--- config.mk ---
export PLATFORM = sky130hd
export DESIGN_NAME = matrix_column_scanner
export DESIGN_NICKNAME = d
export VERILOG_FILES = /design/src/rtl/matrix_column_scanner.sv
export SDC_FILE = /design/constraint.sdc
export NUM_CORES = 1
export LEC_CHECK = 0
export ABC_AREA = 1
export BUFFER_PORTS_ARGS = -buffer_cell sky130_fd_sc_hd__clkbuf_2
export CAP_MARGIN = 20
export CORE_UTILIZATION = 25
export CTS_BUF_LIST = sky130_fd_sc_hd__clkbuf_4
export CTS_CLUSTER_DIAMETER = 50
export DETAILED_ROUTE_END_ITERATION = 6
export GPL_TIMING_DRIVEN = 0
export SYNTH_ARGS = -nofsm -noshare
export SYNTH_HDL_FRONTEND = slang
export SYNTH_SLANG_ARGS = --single-unit
export TNS_END_PERCENT = 20
--- constraint.sdc ---
create_clock -name clock -period 3.5 [get_ports clock]
set_clock_uncertainty 0.2 [all_clocks]
set_input_delay 0.7 -clock clock [delete_from_list [all_inputs] [get_ports clock]]
set_output_delay 0.7 -clock clock [all_outputs]
set_load 0.01 [all_outputs]
--- src/rtl/matrix_column_scanner.sv ---
// rtl/matrix_column_scanner.sv - time-multiplexed 5x7 LED matrix column driver with per-frame image latch
module matrix_column_scanner #(
  parameter int CLK_DIV      = 50000,
  parameter int BLANK_CYCLES = 64
) (
  input  logic       clock,
  input  logic       reset_n,
  input  logic       enable,
  input  logic [6:0] column_4,
  input  logic [6:0] column_3,
  input  logic [6:0] column_2,
  input  logic [6:0] column_1,
  input  logic [6:0] column_0,
  output logic [6:0] rows,
  output logic [4:0] col_sel,
  output logic       frame_start
);

  localparam int              CW        = $clog2(CLK_DIV);
  localparam logic [CW-1:0]   SLOT_LAST = CW'(CLK_DIV - 1);
  localparam logic [CW-1:0]   BLANK_W   = CW'(BLANK_CYCLES);
  localparam logic [2:0]      IDX_FIRST = 3'd4;
  localparam logic [6:0]      ROWS_OFF  = 7'h7F;

  // Parameter sanity: a slot needs at least two cycles and must leave room after blanking.
  if (CLK_DIV < 2) begin : g_bad_div
    $error("matrix_column_scanner: CLK_DIV must be at least 2");
  end
  if (BLANK_CYCLES >= CLK_DIV) begin : g_bad_blank
    $error("matrix_column_scanner: BLANK_CYCLES must be less than CLK_DIV");
  end

  logic [CW-1:0] slot_cnt_q, slot_cnt_d;
  logic [2:0]    idx_q, idx_d;
  logic [6:0]    frame_q [5];
  logic [6:0]    frame_d [5];
  logic [6:0]    rows_q, rows_d;
  logic [4:0]    col_sel_q, col_sel_d;
  logic          frame_start_q, frame_start_d;

  logic [6:0]    col_in [5];
  logic          latch;

  assign col_in[4] = column_4;
  assign col_in[3] = column_3;
  assign col_in[2] = column_2;
  assign col_in[1] = column_1;
  assign col_in[0] = column_0;

  // The whole image is captured only at the very first cycle of a frame so a picture never tears.
  assign latch = enable && (slot_cnt_q == '0) && (idx_q == IDX_FIRST);

  // Slot counter and column index; disabling parks the scan at the start of a fresh frame.
  always_comb begin
    slot_cnt_d = slot_cnt_q;
    idx_d      = idx_q;
    if (!enable) begin
      slot_cnt_d = '0;
      idx_d      = IDX_FIRST;
    end else if (slot_cnt_q == SLOT_LAST) begin
      slot_cnt_d = '0;
      idx_d      = (idx_q == 3'd0) ? IDX_FIRST : idx_q - 3'd1;
    end else begin
      slot_cnt_d = slot_cnt_q + 1'b1;
    end
  end

  // Frame buffer: hold the image between latch cycles.
  always_comb begin
    for (int k = 0; k < 5; k++) begin
      frame_d[k] = latch ? col_in[k] : frame_q[k];
    end
  end

  // Output decode from the current counter state; registered so it lags the counters by one cycle.
  always_comb begin
    rows_d        = ROWS_OFF;
    col_sel_d     = 5'b00000;
    frame_start_d = latch;
    if (enable && (slot_cnt_q >= BLANK_W)) begin
      col_sel_d = 5'b00001 << idx_q;
      rows_d    = frame_q[idx_q];
    end
  end

  // State and output registers with synchronous active-low reset.
  always_ff @(posedge clock) begin
    if (!reset_n) begin
      slot_cnt_q    <= '0;
      idx_q         <= IDX_FIRST;
      rows_q        <= ROWS_OFF;
      col_sel_q     <= 5'b00000;
      frame_start_q <= 1'b0;
      for (int k = 0; k < 5; k++) begin
        frame_q[k] <= ROWS_OFF;
      end
    end else begin
      slot_cnt_q    <= slot_cnt_d;
      idx_q         <= idx_d;
      rows_q        <= rows_d;
      col_sel_q     <= col_sel_d;
      frame_start_q <= frame_start_d;
      for (int k = 0; k < 5; k++) begin
        frame_q[k] <= frame_d[k];
      end
    end
  end

  assign rows        = rows_q;
  assign col_sel     = col_sel_q;
  assign frame_start = frame_start_q;

endmodule

==> flow_results.xml <==
<?xml version="1.0" encoding="UTF-8"?>
<metrics>
  <group name="run_status">
    <metric name="result_of_the_run" unit="">finished, final reports clean</metric>
  </group>
  <group name="critical_path">
    <metric name="critical_path.max_fanout" unit="">20</metric>
    <metric name="timing.critical_path.from_type" unit="">flip-flop</metric>
    <metric name="critical_path_required" unit="ns">3.44</metric>
    <metric name="critical_path_top_delay_cell" unit="">sky130_fd_sc_hd__nand2_1</metric>
    <metric name="criticalPathCategory" unit="">flip-flop to flip-flop</metric>
    <metric name="critPathLaunch" unit="">idx_q[0]</metric>
    <metric name="critPathArrivalTime" unit="ns">3.05</metric>
    <metric name="crit-reg2reg-launch" unit="">idx_q[0]</metric>
    <metric name="cp_common_cell" unit="">sky130_fd_sc_hd__nand2_1</metric>
    <metric name="worst_setup_path_end_kind" unit="">flip-flop</metric>
    <metric name="worstPathCellList" unit="">buf_2 -&gt; nor2_2 -&gt; ha_1 -&gt; nand3_1 -&gt; nor3_4 -&gt; nand2_1 -&gt; nand2_1 -&gt; buf_16</metric>
    <metric name="crit_path_max_incr_delay" unit="ns">0.58</metric>
  </group>
  <group name="timing">
    <metric name="timing_worst_slew_pin_value" unit="ns">0.7384</metric>
    <metric name="finalWorstPathRequiredPeriod" unit="ns">3.113</metric>
    <metric name="max_clock_freq" unit="MHz">321.3</metric>
    <metric name="timing.final.ws_setup" unit="ns">0.3874</metric>
    <metric name="hold-worst-slack" unit="ns">0.2801</metric>
    <metric name="finalSetupViolations" unit="">0</metric>
    <metric name="layout_worst_path_cycle_share" unit="">0.8893</metric>
    <metric name="drv_slew" unit="">0</metric>
    <metric name="fin_setup_tns" unit="ns">0</metric>
    <metric name="rsz_0062_raised_after_global_routing" unit="">false</metric>
    <metric name="worst_slew_margin_rel" unit="">0.5066</metric>
    <metric name="hold_viol" unit="">0</metric>
  </group>
  <group name="placed_design">
    <metric name="place_area" unit="sq um">3677</metric>
    <metric name="numPortBuffers" unit="">50</metric>
    <metric name="dpl.hpwl" unit="mm">5.471</metric>
    <metric name="pre_cts_slack" unit="ns">0.3745</metric>
    <metric name="dp_cells" unit="">611</metric>
    <metric name="place.gp.congestion" unit="">0.7990</metric>
  </group>
  <group name="clocking">
    <metric name="tritoncts" unit="">yes</metric>
    <metric name="cts-root-buf" unit="">sky130_fd_sc_hd__clkbuf_4</metric>
    <metric name="cts_post_setup_buffers_inserted" unit="">0</metric>
    <metric name="htree_levels" unit="">3</metric>
    <metric name="hold_buffers" unit="">0</metric>
    <metric name="cts_resized" unit="">0</metric>
    <metric name="tritoncts.num_buffers" unit="">9</metric>
    <metric name="cts-root-to-sink-buffers" unit="">2</metric>
    <metric name="clkSinkCount" unit="">67</metric>
    <metric name="worstSkewPairLatency" unit="ns">0.42</metric>
    <metric name="clk_pin_slew" unit="ns">0.12</metric>
  </group>
  <group name="power_and_ir_drop">
    <metric name="max-vdd-ir-drop" unit="V">0.0001216</metric>
    <metric name="power_frac_comb" unit="">0.064</metric>
    <metric name="power_leakage" unit="nW">1.622</metric>
    <metric name="p_sw_frac" unit="">0.2316</metric>
    <metric name="power_frac_seq" unit="">0.558</metric>
    <metric name="share_clk_of_total_power" unit="">0.378</metric>
    <metric name="total_switching_power" unit="mW">0.3538</metric>
    <metric name="power_report.internal_total" unit="mW">1.174</metric>
    <metric name="power_per_cell_area" unit="nW/um^2">397.9</metric>
  </group>
  <group name="cells_and_area">
    <metric name="area.growth.synth_to_final" unit="%">20.36</metric>
    <metric name="final_cell_area" unit="sq um">3839</metric>
    <metric name="final_net_count" unit="">496</metric>
    <metric name="post_route_cells_drive_above_1_share" unit="">0.1852</metric>
    <metric name="num-fill-cells" unit="">1327</metric>
    <metric name="finished_layout_cells" unit="">628</metric>
  </group>
  <group name="detailed_routing">
    <metric name="initialDrtViolationCount" unit="">125</metric>
    <metric name="antenna_left" unit="">0</metric>
    <metric name="first_pass_iters" unit="">4</metric>
    <metric name="detail_route.wirelength" unit="mm">7.207</metric>
    <metric name="drt_drc_violations_left" unit="">0</metric>
    <metric name="vias" unit="">2721</metric>
    <metric name="vias_per_cell" unit="">4.333</metric>
    <metric name="routedWlPerCell" unit="um">11.48</metric>
  </group>
  <group name="synth">
    <metric name="yosys.cell_types.count" unit="">27</metric>
    <metric name="synth.avg_cell_area" unit="sq um">8.136</metric>
    <metric name="leading_cell_types_by_total_area_after_synthesis" unit="">sky130_fd_sc_hd__edfxtp_1, sky130_fd_sc_hd__dfxtp_1, sky130_fd_sc_hd__nand2_1, sky130_fd_sc_hd__nand4_1, sky130_fd_sc_hd__inv_1</metric>
    <metric name="ys_warn_count" unit="">0</metric>
    <metric name="synth.cell_area" unit="sq um">3189</metric>
    <metric name="postSynthRegisterBits" unit="">67</metric>
    <metric name="netlist.area_leader.share" unit="">0.3295</metric>
    <metric name="synthFlopType" unit="">sky130_fd_sc_hd__edfxtp_1</metric>
    <metric name="synth_edf_count" unit="">35</metric>
    <metric name="synth.net_count" unit="">434</metric>
    <metric name="synth_most_common_cell" unit="">sky130_fd_sc_hd__nand2_1</metric>
    <metric name="synth_async_sr_flop_share" unit="">0</metric>
    <metric name="synth_sequential_area_ratio" unit="">0.5304</metric>
    <metric name="synth_common_cells" unit="">sky130_fd_sc_hd__nand2_1, sky130_fd_sc_hd__inv_1, sky130_fd_sc_hd__nor2_1</metric>
    <metric name="syn_inst" unit="">392</metric>
    <metric name="synth_largest_area_cell" unit="">sky130_fd_sc_hd__edfxtp_1</metric>
  </group>
  <group name="global_route">
    <metric name="first_pass_grt_wire_length" unit="mm">11.79</metric>
    <metric name="track_usage" unit="">0.1167</metric>
    <metric name="overflow" unit="">0</metric>
    <metric name="grt_max_degree" unit="">21</metric>
    <metric name="vias_in_the_first_global_route" unit="">2560</metric>
    <metric name="antenna_found_initial" unit="">1</metric>
  </group>
  <group name="floorplanning">
    <metric name="die_w" unit="um">114.9</metric>
    <metric name="rows" unit="">40</metric>
    <metric name="die_h" unit="um">114.9</metric>
    <metric name="io-pin-count" unit="">51</metric>
    <metric name="std_cell_core_area" unit="sq um">12210</metric>
    <metric name="initial_util" unit="">0.2612</metric>
    <metric name="dieArea" unit="sq um">13210</metric>
  </group>
  <group name="flow_run">
    <metric name="maxCapViolations" unit="">0</metric>
  </group>
  <group name="worst_hold_path">
    <metric name="min-delay-path-class" unit="">flip-flop to flip-flop</metric>
    <metric name="hold_path.startpoint" unit="">slot_cnt_q[0]</metric>
  </group>
</metrics>
==> cell families after synthesis <==
group,count (synthesis),synth area share
DFF,67,0.5304
adders and majority gates,4,0.01569
xor gates and xnor gates,2,0.005493
buffers and inverters,87,0.1102
AOI/OAI and AO/OA,16,0.02511
and+or+nand+nor,216,0.3131
==> registers in the layout, indices dropped and copies added (netlist names) <==
register and cells:
col_sel 5, frame_q 35, frame_start 1, idx_q 3, rows 7, slot_cnt_q 16
==> through the flow <==
| stage | total power [mW] | util |
|---|---|---|
| after floorplan | 0.9241 | - |
| after global placement | 0.9631 | 0.2989 |
| after detailed placement | 0.9699 | 0.3011 |
| after CTS | 1.542 | 0.3141 |
| after global routing | 1.583 | 0.3143 |
| final | 1.527 | 0.3143 |
==> worst paths after layout <==
check / cells past startpoint / slack (ns) / endpoint
worst min register to register: 1 / 0.28 / slot_cnt_q[0]
worst min-delay path: 1 / 0.28 / slot_cnt_q[0]
worst max-delay path: 8 / 0.39 / frame_q[3][2]
worst max register to register: 8 / 0.39 / frame_q[3][2]
==> layer usage <==
layer	share of wire	GRT usage	wire length [um]
met2	0.43	0.1767	3129
met5	0	0	0
met1	0.48	0.1552	3443
met4	0.018	0.05974	130
met3	0.070	0.02741	504
==> power by group through the flow <==
stage / clock network, mW / logic (mW) / registers [mW]
floorplan: 0 / 0.0547 / 0.869
global placement: 0 / 0.0919 / 0.871
detailed placement: 0 / 0.0994 / 0.871
CTS: 0.590 / 0.0998 / 0.853
global route: 0.618 / 0.111 / 0.854
finish: 0.577 / 0.0979 / 0.853
==> area by class of cell <==
class                   instances  area [sq um]  share of cell area
diodes                          1         2.502           0.0006519
plain buffers                  14         77.57             0.02021
clock buffers                   9         67.56             0.01760
clock inverters                 7         91.34             0.02379
inverters                      73         274.0             0.07138
multi-input cells             238          1146              0.2986
flip-flops and latches         67          1692              0.4407
well taps                     168         210.2             0.05476
repair buffers                 51         277.8             0.07236
==> critical path, delay by kind of cell, from the launching register on <==
family | cells | cell delay (ns)
simple gates | 5 | 1.66
fa+ha+maj | 1 | 0.24
flops | 1 | 0.31
buf+inv | 2 | 0.40
==> placed cells by master, fill, tap and decap left out, types with 5 or more instances in the layout <==
cell                       instances
sky130_fd_sc_hd__inv_1            69
sky130_fd_sc_hd__clkbuf_1          5
sky130_fd_sc_hd__nand3_1          28
sky130_fd_sc_hd__nand2_1          87
sky130_fd_sc_hd__nand4_1          42
sky130_fd_sc_hd__clkbuf_4          9
sky130_fd_sc_hd__buf_2             5
sky130_fd_sc_hd__dfxtp_1          32
sky130_fd_sc_hd__clkbuf_2         50
sky130_fd_sc_hd__edfxtp_1         35
sky130_fd_sc_hd__a21oi_1          13
sky130_fd_sc_hd__nor2_1           48
Power figures use the tool's default switching activity.
